==> src/rtl/muldiv_pkg.sv <==
// Shared types and sizing for the HI/LO multiply/divide unit.
package muldiv_pkg;

   localparam int unsigned MD_WIDTH = 32;
   localparam int unsigned MD_CNT_W = 6;
   localparam int unsigned MD_ITERS = MD_WIDTH;

   // Operation encodings presented on op; 6 and 7 decode as no-ops.
   typedef enum logic [2:0] {
      MD_MULT  = 3'd0,
      MD_MULTU = 3'd1,
      MD_DIV   = 3'd2,
      MD_DIVU  = 3'd3,
      MD_MTHI  = 3'd4,
      MD_MTLO  = 3'd5
   } muldiv_op_t;

   typedef enum logic [1:0] {
      IDLE = 2'd0,
      RUN  = 2'd1,
      FIX  = 2'd2
   } md_state_t;

endpackage

==> src/rtl/div_step.sv <==
// One restoring-division step: shift in a dividend bit, subtract if it fits.
module div_step
#(
   parameter int unsigned WIDTH = 32
) (
   input  logic [WIDTH:0]   rem_i,
   input  logic             bit_i,
   input  logic [WIDTH-1:0] divisor_i,
   output logic [WIDTH:0]   rem_o,
   output logic             q_o
);

   logic [WIDTH+1:0] shifted;
   logic [WIDTH+1:0] trial;

   // Trial subtract; a clear sign bit means the divisor fits.
   always_comb begin
      shifted = {rem_i, bit_i};
      trial   = shifted - {2'b00, divisor_i};
      q_o     = ~trial[WIDTH+1];
      rem_o   = q_o ? trial[WIDTH:0] : shifted[WIDTH:0];
   end

endmodule

==> src/rtl/hilo_muldiv.sv <==
// Iterative multiply/divide unit owning the architectural HI/LO pair.
module hilo_muldiv
   import muldiv_pkg::*;
#(
   parameter int unsigned WIDTH = MD_ITERS,
   parameter int unsigned CNT_W = MD_CNT_W
) (
   input  logic             clk,
   input  logic             rst_n,
   input  logic             start,
   input  logic [2:0]       op,
   input  logic [WIDTH-1:0] op1,
   input  logic [WIDTH-1:0] op2,
   output logic             busy,
   output logic             done,
   output logic [WIDTH-1:0] hi,
   output logic [WIDTH-1:0] lo
);

   md_state_t          state_q, state_d;
   logic [CNT_W-1:0]   cnt_q, cnt_d;
   logic [2*WIDTH:0]   acc_q, acc_d;
   logic [WIDTH-1:0]   opb_q, opb_d;
   logic               is_div_q, is_div_d;
   logic               neg_res_q, neg_res_d;
   logic               neg_rem_q, neg_rem_d;
   logic [WIDTH-1:0]   hi_q, hi_d, lo_q, lo_d;
   logic               busy_q, busy_d, done_q, done_d;

   logic               issue_md_c, issue_mthi_c, issue_mtlo_c;
   logic               issue_div_c, issue_signed_c;
   logic               s1_c, s2_c, last_iter_c;
   logic [WIDTH-1:0]   mag1_c, mag2_c;
   logic [WIDTH-1:0]   mul_add_c;
   logic [WIDTH:0]     mul_sum_c;
   logic [2*WIDTH:0]   mul_acc_c, div_acc_c;
   logic [WIDTH:0]     div_rem_c;
   logic               div_q_c;
   logic [2*WIDTH-1:0] prod_c, prod_fix_c;
   logic [WIDTH-1:0]   quo_c, rem_c;

   // Issue decode; start is only honoured in IDLE.
   always_comb begin
      issue_md_c     = 1'b0;
      issue_mthi_c   = 1'b0;
      issue_mtlo_c   = 1'b0;
      issue_div_c    = 1'b0;
      issue_signed_c = 1'b0;
      if (start && (state_q == IDLE)) begin
         case (op)
            MD_MULT:  begin issue_md_c = 1'b1; issue_signed_c = 1'b1; end
            MD_MULTU: begin issue_md_c = 1'b1; end
            MD_DIV:   begin issue_md_c = 1'b1; issue_signed_c = 1'b1; issue_div_c = 1'b1; end
            MD_DIVU:  begin issue_md_c = 1'b1; issue_div_c = 1'b1; end
            MD_MTHI:  issue_mthi_c = 1'b1;
            MD_MTLO:  issue_mtlo_c = 1'b1;
            default:  ;
         endcase
      end
   end

   // Operand magnitudes; WIDTH-bit unsigned so the most negative value maps to 2^(WIDTH-1).
   always_comb begin
      s1_c   = issue_signed_c & op1[WIDTH-1];
      s2_c   = issue_signed_c & op2[WIDTH-1];
      mag1_c = s1_c ? (~op1 + WIDTH'(1)) : op1;
      mag2_c = s2_c ? (~op2 + WIDTH'(1)) : op2;
   end

   // LSB-first shift-add step: upper half accumulates, multiplier shifts out below.
   always_comb begin
      mul_add_c = acc_q[0] ? opb_q : '0;
      mul_sum_c = acc_q[2*WIDTH:WIDTH] + {1'b0, mul_add_c};
      mul_acc_c = {1'b0, mul_sum_c, acc_q[WIDTH-1:1]};
   end

   // Restoring divide: remainder in the upper WIDTH+1 bits, dividend/quotient below.
   div_step #(.WIDTH(WIDTH)) u_div_step (
      .rem_i     (acc_q[2*WIDTH:WIDTH]),
      .bit_i     (acc_q[WIDTH-1]),
      .divisor_i (opb_q),
      .rem_o     (div_rem_c),
      .q_o       (div_q_c)
   );

   assign div_acc_c = {div_rem_c, acc_q[WIDTH-2:0], div_q_c};

   // Sign correction applied in FIX.
   always_comb begin
      prod_c     = acc_q[2*WIDTH-1:0];
      prod_fix_c = neg_res_q ? (~prod_c + (2*WIDTH)'(1)) : prod_c;
      quo_c      = acc_q[WIDTH-1:0];
      rem_c      = acc_q[2*WIDTH-1:WIDTH];
   end

   assign last_iter_c = (cnt_q == CNT_W'(WIDTH - 1));

   // State register.
   always_ff @(posedge clk or negedge rst_n) begin
      if (!rst_n) state_q <= IDLE;
      else        state_q <= state_d;
   end

   // Next-state logic.
   always_comb begin
      state_d = state_q;
      case (state_q)
         IDLE:    if (issue_md_c) state_d = RUN;
         RUN:     if (last_iter_c) state_d = FIX;
         FIX:     state_d = IDLE;
         default: state_d = IDLE;
      endcase
   end

   // Output decode: busy follows the next state, done marks the FIX exit.
   always_comb begin
      busy_d = (state_d != IDLE);
      done_d = (state_q == FIX);
   end

   // Datapath next-state: operand capture, iteration, result write-back.
   always_comb begin
      cnt_d     = cnt_q;
      acc_d     = acc_q;
      opb_d     = opb_q;
      is_div_d  = is_div_q;
      neg_res_d = neg_res_q;
      neg_rem_d = neg_rem_q;
      hi_d      = hi_q;
      lo_d      = lo_q;
      case (state_q)
         IDLE: begin
            if (issue_md_c) begin
               cnt_d     = '0;
               acc_d     = {(WIDTH+1)'(0), mag1_c};
               opb_d     = mag2_c;
               is_div_d  = issue_div_c;
               neg_res_d = s1_c ^ s2_c;
               neg_rem_d = s1_c;
            end
            if (issue_mthi_c) hi_d = op1;
            if (issue_mtlo_c) lo_d = op1;
         end
         RUN: begin
            cnt_d = cnt_q + CNT_W'(1);
            acc_d = is_div_q ? div_acc_c : mul_acc_c;
         end
         FIX: begin
            if (is_div_q) begin
               lo_d = neg_res_q ? (~quo_c + WIDTH'(1)) : quo_c;
               hi_d = neg_rem_q ? (~rem_c + WIDTH'(1)) : rem_c;
            end else begin
               hi_d = prod_fix_c[2*WIDTH-1:WIDTH];
               lo_d = prod_fix_c[WIDTH-1:0];
            end
         end
         default: ;
      endcase
   end

   // Datapath and output registers.
   always_ff @(posedge clk or negedge rst_n) begin
      if (!rst_n) begin
         cnt_q     <= '0;
         acc_q     <= '0;
         opb_q     <= '0;
         is_div_q  <= 1'b0;
         neg_res_q <= 1'b0;
         neg_rem_q <= 1'b0;
         hi_q      <= '0;
         lo_q      <= '0;
         busy_q    <= 1'b0;
         done_q    <= 1'b0;
      end else begin
         cnt_q     <= cnt_d;
         acc_q     <= acc_d;
         opb_q     <= opb_d;
         is_div_q  <= is_div_d;
         neg_res_q <= neg_res_d;
         neg_rem_q <= neg_rem_d;
         hi_q      <= hi_d;
         lo_q      <= lo_d;
         busy_q    <= busy_d;
         done_q    <= done_d;
      end
   end

   assign busy = busy_q;
   assign done = done_q;
   assign hi   = hi_q;
   assign lo   = lo_q;

endmodule

==> config.mk <==
export PLATFORM = sky130hd
export DESIGN_NAME = hilo_muldiv
export DESIGN_NICKNAME = d
export VERILOG_FILES = /design/src/rtl/muldiv_pkg.sv /design/src/rtl/div_step.sv /design/src/rtl/hilo_muldiv.sv
export SDC_FILE = /design/constraint.sdc
export NUM_CORES = 1
export LEC_CHECK = 0
export CAP_MARGIN = 25
export CORE_UTILIZATION = 32
export CTS_CLUSTER_DIAMETER = 150
export CTS_CLUSTER_SIZE = 10
export DETAILED_ROUTE_END_ITERATION = 6
export HOLD_SLACK_MARGIN = 0.05
export PLACE_DENSITY = 0.54
export SYNTH_ARGS = -nofsm -noshare
export SYNTH_HDL_FRONTEND = slang
export SYNTH_SLANG_ARGS = --single-unit
==> constraint.sdc <==
create_clock -name clk -period 4.5 [get_ports clk]
set_clock_uncertainty 0.1 [all_clocks]
set_input_delay 1.35 -clock clk [delete_from_list [all_inputs] [get_ports clk]]
set_output_delay 1.35 -clock clk [all_outputs]
set_load 0.05 [all_outputs]
# ---- Word-level counts from Yosys, hierarchy flattened
# Cells that the tools add are included.
dict set report word_totals {
  regBits 174
  latch_bits 0
  ramBits 0
  romBits 0
  input_bits 70
  memories 0
}
dict set report classes {
  n_addsub 8
  n_mul 0
  div_mod_pow 0
  magnitude_cmp 0
  eq_ne 11
  shifts 0
  muxes 31
  n_bitwise 9
  n_reduce_logical 13
}
# op n
set op_table {}
lappend op_table {{$mux 32} 9}
lappend op_table {{$mux 65} 2}
lappend op_table {{$pmux 65 s2} 1}
lappend op_table {{$add 32x1->32 const B} 4}
lappend op_table {{$not 32->32} 4}
lappend op_table {{$pmux 32 s2} 2}
lappend op_table {{$add 64x1->64 const B} 1}
lappend op_table {{$mux 64} 1}
lappend op_table {{$not 64->64} 1}
lappend op_table {{$sub 34x32->34} 1}
lappend op_table {{$add 33x32->33} 1}
lappend op_table {{$mux 33} 1}
lappend op_table {{$pmux 6 s2} 1}
lappend op_table {{$mux 1} 10}
lappend op_table {{$reduce_and 2->1} 4}
lappend op_table {{$add 6x1->6 const B} 1}
lappend op_table {{$eq 3x2->1 const B} 2}
lappend op_table {{$eq 3x3->1 const B} 2}
lappend op_table {{$eq 6x5->1 const B} 1}
lappend op_table {{$mux 6} 1}
lappend op_table {{$ne 2x2->1 const B} 3}
lappend op_table {{$reduce_bool 2->1} 3}
lappend op_table {{$mux 2} 2}
lappend op_table {{$pmux 2 s2} 1}
lappend op_table {{11 further kinds} 13}

# ---- Depth between registers and ports, before layout
dict set report logic_depth {
  ltp_word 8
  mapped_depth 15
}

# ---- Hierarchy
# Synthesis repeated with hierarchy kept, for this count alone.
dict set report hier_totals {
  hier_cells 1822
  hier_area_um2 14861.8
}
# mod instances cells_per_inst area_per_inst_um2 seq_area_each_um2
set modules_own_cells {}
lappend modules_own_cells {hilo_muldiv 1 1516 12648.4 4354.2}
lappend modules_own_cells {div_step 1 306 2213.4 0.0}

# ---- Worst setup path before layout
# OpenSTA, ideal clock, no wires.
dict set report synth_timing {
  kind {input port to flip-flop}
  from {in op1[5]}
  to {reg acc_q[25]}
  setup_time_ps 137
  arrival_ps 3333
  required_time_ps 4263
  slack_ps 930
  stages 9
  path_cell_list {or4_1 -> nor4_2 -> nand3_1 -> nor4_2 -> a21oi_1 -> xnor2_1 -> nor2_1 -> a211oi_1 -> a21oi_1}
}
dict set report synth_between {
  elab_chain_cells 5
}
# element line_no
set synth_lines {}
lappend synth_lines {{start: declaration} hilo_muldiv.sv:12} ;# input logic [WIDTH-1:0] op1,
lappend synth_lines {{$not 32->32} hilo_muldiv.sv:66} ;# mag1_c = s1_c ? (~op1 + WIDTH'(1)) : op1;
lappend synth_lines {{$add 32x1->32} hilo_muldiv.sv:66}
lappend synth_lines {{$mux 32} hilo_muldiv.sv:66}
lappend synth_lines {{$mux 65} hilo_muldiv.sv:133} ;# if (issue_md_c) begin
lappend synth_lines {{$pmux 65 s2} hilo_muldiv.sv:131} ;# case (state_q)
lappend synth_lines {{end signal: assignment} hilo_muldiv.sv:165} ;# acc_q <= '0;
lappend synth_lines {{end signal: assignment} hilo_muldiv.sv:176} ;# acc_q <= acc_d;
lappend synth_lines {{end: declaration} hilo_muldiv.sv:22} ;# logic [2*WIDTH:0] acc_q, acc_d;
# Every way passes these cells. The select of a mux whose other input is x is not followed.
# A chain may end at the register's enable or synchronous reset.

# ---- Worst setup path after layout
dict set report layout_timing {
  from {reg acc_q[0]}
  to {reg acc_q[63]}
}
dict set report layout_between {
  elab_chain_cells 4
}
# element line_no
set layout_lines {}
lappend layout_lines {{$mux 32} hilo_muldiv.sv:72} ;# mul_add_c = acc_q[0] ? opb_q : '0;
lappend layout_lines {{$add 33x32->33} hilo_muldiv.sv:73} ;# mul_sum_c = acc_q[2*WIDTH:WIDTH] + {1'b0, mul_add_c};
lappend layout_lines {{$mux 65} hilo_muldiv.sv:146} ;# acc_d = is_div_q ? div_acc_c : mul_acc_c;
lappend layout_lines {{$pmux 65 s2} hilo_muldiv.sv:131}
# Every way passes these cells.

==> results by group <==
Outcome
  • Status: completed

Clock network
  • Setup bufs post-CTS: 0
  • # H-tree levels: 4
  • TritonCTS clock tree: yes
  • Clock Latency Late Sink: between 400 and 500 ps
  • Total CTS buffers: 17
  • Hold-fix buffers, CTS: 0
  • TritonCTS sink count: 174
  • Post-CTS resize count: 0
  • Root Driver: clkbuf_16
  • Max clock buf depth: 2
  • Clock transition at path regs: 80 ps

Route
  • Routed via count: 13478
  • WL/cell: 18.9 µm
  • # DRC: 0
  • Post-DRT Antenna Nets: 0
  • 1st-pass router iterations: 7
  • Number of vias per cell: 5.40
  • Initial drt markers: 1119
  • Total Wirelength: between 40000 and 50000 µm

Die
  • Core Region: 44300 µm²
  • Chip Height: 214 µm
  • Io pins: between 100 and 150
  • Cell Rows: 77
  • Die area: between 40000 and 50000 µm²
  • Initial core utilization: approximately a third
  • Die W: 214 µm

Global route
  • Total GRT Usage: 20.6%
  • Largest net degree at the start of global routing: 97
  • Gr ovfl total: 0
  • First-pass GRT wire length: 75100 µm
  • Vias in the first global route: ~13000
  • Initial antenna violation count: 0

Worst setup path
  • Crit Reg-Reg Startpoint: acc_q[0]$_DFFE_PN0P_
  • Worst path required time: about 4800 ps
  • CP max FO: 21
  • Buf+Inv Stages, Crit Path: 2
  • CP endpoint kind: flop
  • CP startpoint kind: flop
  • R2r setup slk: 470 ps
  • R2r worst-path depth: 13
  • CP arrival: 4280 ps
  • Critical path class: flop to flop
  • Slowest stage delay, CP: around 420 ps
  • Critical-path top delay cell: ha_1
  • Crit path top cell by count: o21ai_0
  • FF-to-FF End: acc_q[63]$_DFFE_PN0P_
  • CP top delay family: compound AO/OA/AOI/OAI gates
  • Crit-path cells: inv_1 > buf_4 > nor2_1 > ha_1 > and3_1 > nand2_1 > a211oi_1 > o21ai_0 > a21oi_1 > o21ai_0 > and3_1 > o31a_1 > o21ai_0

Power and ir drop
  • Clock power share: 11.3%
  • LEAKAGE: 7.16 nW
  • Switching Share: 51.5%
  • Power Dens Cells: 756 nW/µm²
  • Logic pwr share: 64.6%
  • Reg power frac: between 20% and 30%
  • NetSw: 6.68 mW
  • Peak supply drop: 0.404 mV
  • Internal power: 6.29 mW

Synth
  • Ranking of synthesized cells by area: dfrtp_1 30%, mux2i_1 7.3%, o21ai_0 6.4%
  • Sequential fraction of the synthesis area: 30.2%
  • #FFs+latches synth: 174
  • Mapped Nets: 1920
  • Yosys top cell area share: roughly 30%
  • Mapped Cells: 1779
  • Cell Area, Synth: approximately 14000 µm²
  • Async SR Flop Fraction: between 90% and 100%
  • Main synth FF type: dfrtp_1
  • Post-synth EDFFs: 0
  • Synth unique cells: 75
  • Syn avg cell area: between 8 and 9 µm²
  • Synth Warn #: 0
  • Synth area leader: dfrtp_1

Cells and area
  • Final core occ: 38.7%
  • Non-Filler Instances: 2498
  • Diode count: 0
  • Post-route cell area: roughly 17000 µm²
  • Layout cells sized above 1: 6.87%
  • Layout area overhead: 19.0%
  • Layout net count: 2034
  • # fillers: 4627

STA
  • Final Cycle Share: a little under 90%
  • Tightest Pin Transition: 997 ps
  • Endpoints failing setup: 0
  • RSZ-0062 raised after global routing: no
  • Slew headroom: approximately a third
  • Final Critical Period: 4030 ps
  • Setup TNS: 0 ps
  • FMAX: 248 MHz
  • Final Hold Fails: 0
  • Final slew viol count: 0

Place
  • Final RePlAce weighted congestion: 0.918
  • Post-DP HPWL: 35500 µm
  • # placed instances: 2466
  • IO Port Bufs: 135
  • Dpl cell area: approximately 17000 µm²

Hold path
  • Worst hold path endpoint: cnt_q[5]$_DFFE_PN0P_
  • Worst hold-check path type: flop to flop
  • Hold depth: 1
  • Worst Hold Launch: cnt_q[5]$_DFFE_PN0P_

Flow run
  • Maximum Capacitance Violations: 0
## cell type report
class | count | area, µm² | share of cell area, %
Multi-Input combinational cell | 1439 | 9430 | 55.0
Clock buffer | 17 | 425 | 2.48
Clock inverter | 15 | 129 | 0.752
Sequential cell | 174 | 4360 | 25.4
Inverter | 70 | 263 | 1.53
Timing Repair Buffer | 191 | 1800 | 10.5
Tap cell | 592 | 741 | 4.32
## logic make-up (layout without fill, tap and decap cells)
family / Yosys count / in the layout / share of synthesized area, %
and+or+nand+nor: 532 / 532 / 17.5
buffers and inverters: 166 / 293 / 4.47
adders and majority gates: 71 / 71 / 6.27
muxes: 118 / 118 / 8.31
DFF: 174 / 174 / 30.2
AOI/OAI and AO/OA: 551 / 551 / 23.1
xor gates and xnor gates: 167 / 167 / 10.2
## sequential cells by signal, summed over array words and instances (netlist names)
| name | count |
|---|---|
| acc_q | 65 |
| busy | 1 |
| cnt_q | 6 |
| done | 1 |
| hi | 32 |
| is_div_q | 1 |
| lo | 32 |
| neg_rem_q | 1 |
| neg_res_q | 1 |
| opb_q | 32 |
| state_q | 2 |
## synth_stat cells, drive strengths merged, types with 9 or more instances
cell	n
a211oi	21
a21o	28
a21oi	151
a22oi	19
a31oi	18
and2	10
and3	15
buf	15
clkbuf	81
dfrtp	174
ha	69
inv	70
mux2	13
mux2i	105
nand2	182
nand2b	18
nand3	34
nand4	12
nor2	144
nor3	39
nor4	14
o211ai	30
o21a	12
o21ai	194
o31ai	23
o41ai	9
or3	20
or4	12
xnor2	91
xor2	76
## power groups by stage
| stage | registers (mW) | logic [mW] | clock network (mW) |
|---|---|---|---|
| 2_1_floorplan | 3.76 | 5.13 | 0 |
| 3_3_place_gp | 3.11 | 8.25 | 0 |
| 3_5_place_dp | 3.13 | 8.30 | 0 |
| 4_1_cts | 3.10 | 8.33 | 1.51 |
| 5_1_grt | 3.21 | 9.17 | 1.56 |
| 6_report | 3.11 | 8.38 | 1.47 |
## worst max-delay path by stage
stage	start	to	slack (ps)	depth (start not counted)
detailed placement	op1[4]	acc_q[25]$_DFFE_PN0P_	130	11
floorplan	op1[5]	acc_q[25]$_DFFE_PN0P_	930	9
global route	acc_q[0]$_DFFE_PN0P_	acc_q[63]$_DFFE_PN0P_	260	13
global placement	op1[4]	acc_q[25]$_DFFE_PN0P_	150	11
CTS	acc_q[0]$_DFFE_PN0P_	acc_q[63]$_DFFE_PN0P_	530	13
finish	acc_q[0]$_DFFE_PN0P_	acc_q[63]$_DFFE_PN0P_	470	13
## cell usage in the layout, fill, tap and decap left out, drive strengths merged, types with 5 or more instances in the layout
cell type / netlist / layout
nand4: 12 / 12
or2: 7 / 7
clkdlybuf4s50: 0 / 134
o21ai: 194 / 194
nand3: 34 / 34
o21a: 12 / 12
nor2: 144 / 144
clkbuf: 81 / 17
nand2b: 18 / 18
or3: 20 / 20
and2: 10 / 10
xor2: 76 / 76
nand2: 182 / 182
a22oi: 19 / 19
nor3: 39 / 39
or4: 12 / 12
nor3b: 5 / 5
a21o: 28 / 28
inv: 70 / 77
o211ai: 30 / 30
a211oi: 21 / 21
ha: 69 / 69
o31ai: 23 / 23
xnor2: 91 / 91
a31oi: 18 / 18
buf: 15 / 57
nor4: 14 / 14
nor2b: 6 / 6
and3: 15 / 15
o21bai: 7 / 7
clkinv: 0 / 5
mux2: 13 / 13
a21oi: 151 / 151
dfrtp: 174 / 174
o41ai: 9 / 9
o22ai: 7 / 7
mux2i: 105 / 105
## routing by layer
layer | up-vias | GRT usage (%) | part of all wire (%)
li1 | 6651 | - | -
met1 | 6417 | 28.9 | 48
met2 | 365 | 33.4 | 46
met3 | 45 | 2.84 | 4.7
met4 | 0 | 4.79 | 1.5
met5 | - | 0 | 0
## through the flow
step	setup WS, ps	hold WS, ps	power (mW)
2_1_floorplan	930	336	8.88
3_3_place_gp	154	356	11.4
3_5_place_dp	134	371	11.4
4_1_cts	525	384	12.9
5_1_grt	261	414	13.9
6_report	471	378	13.0
Power figures use the tool's default switching activity.
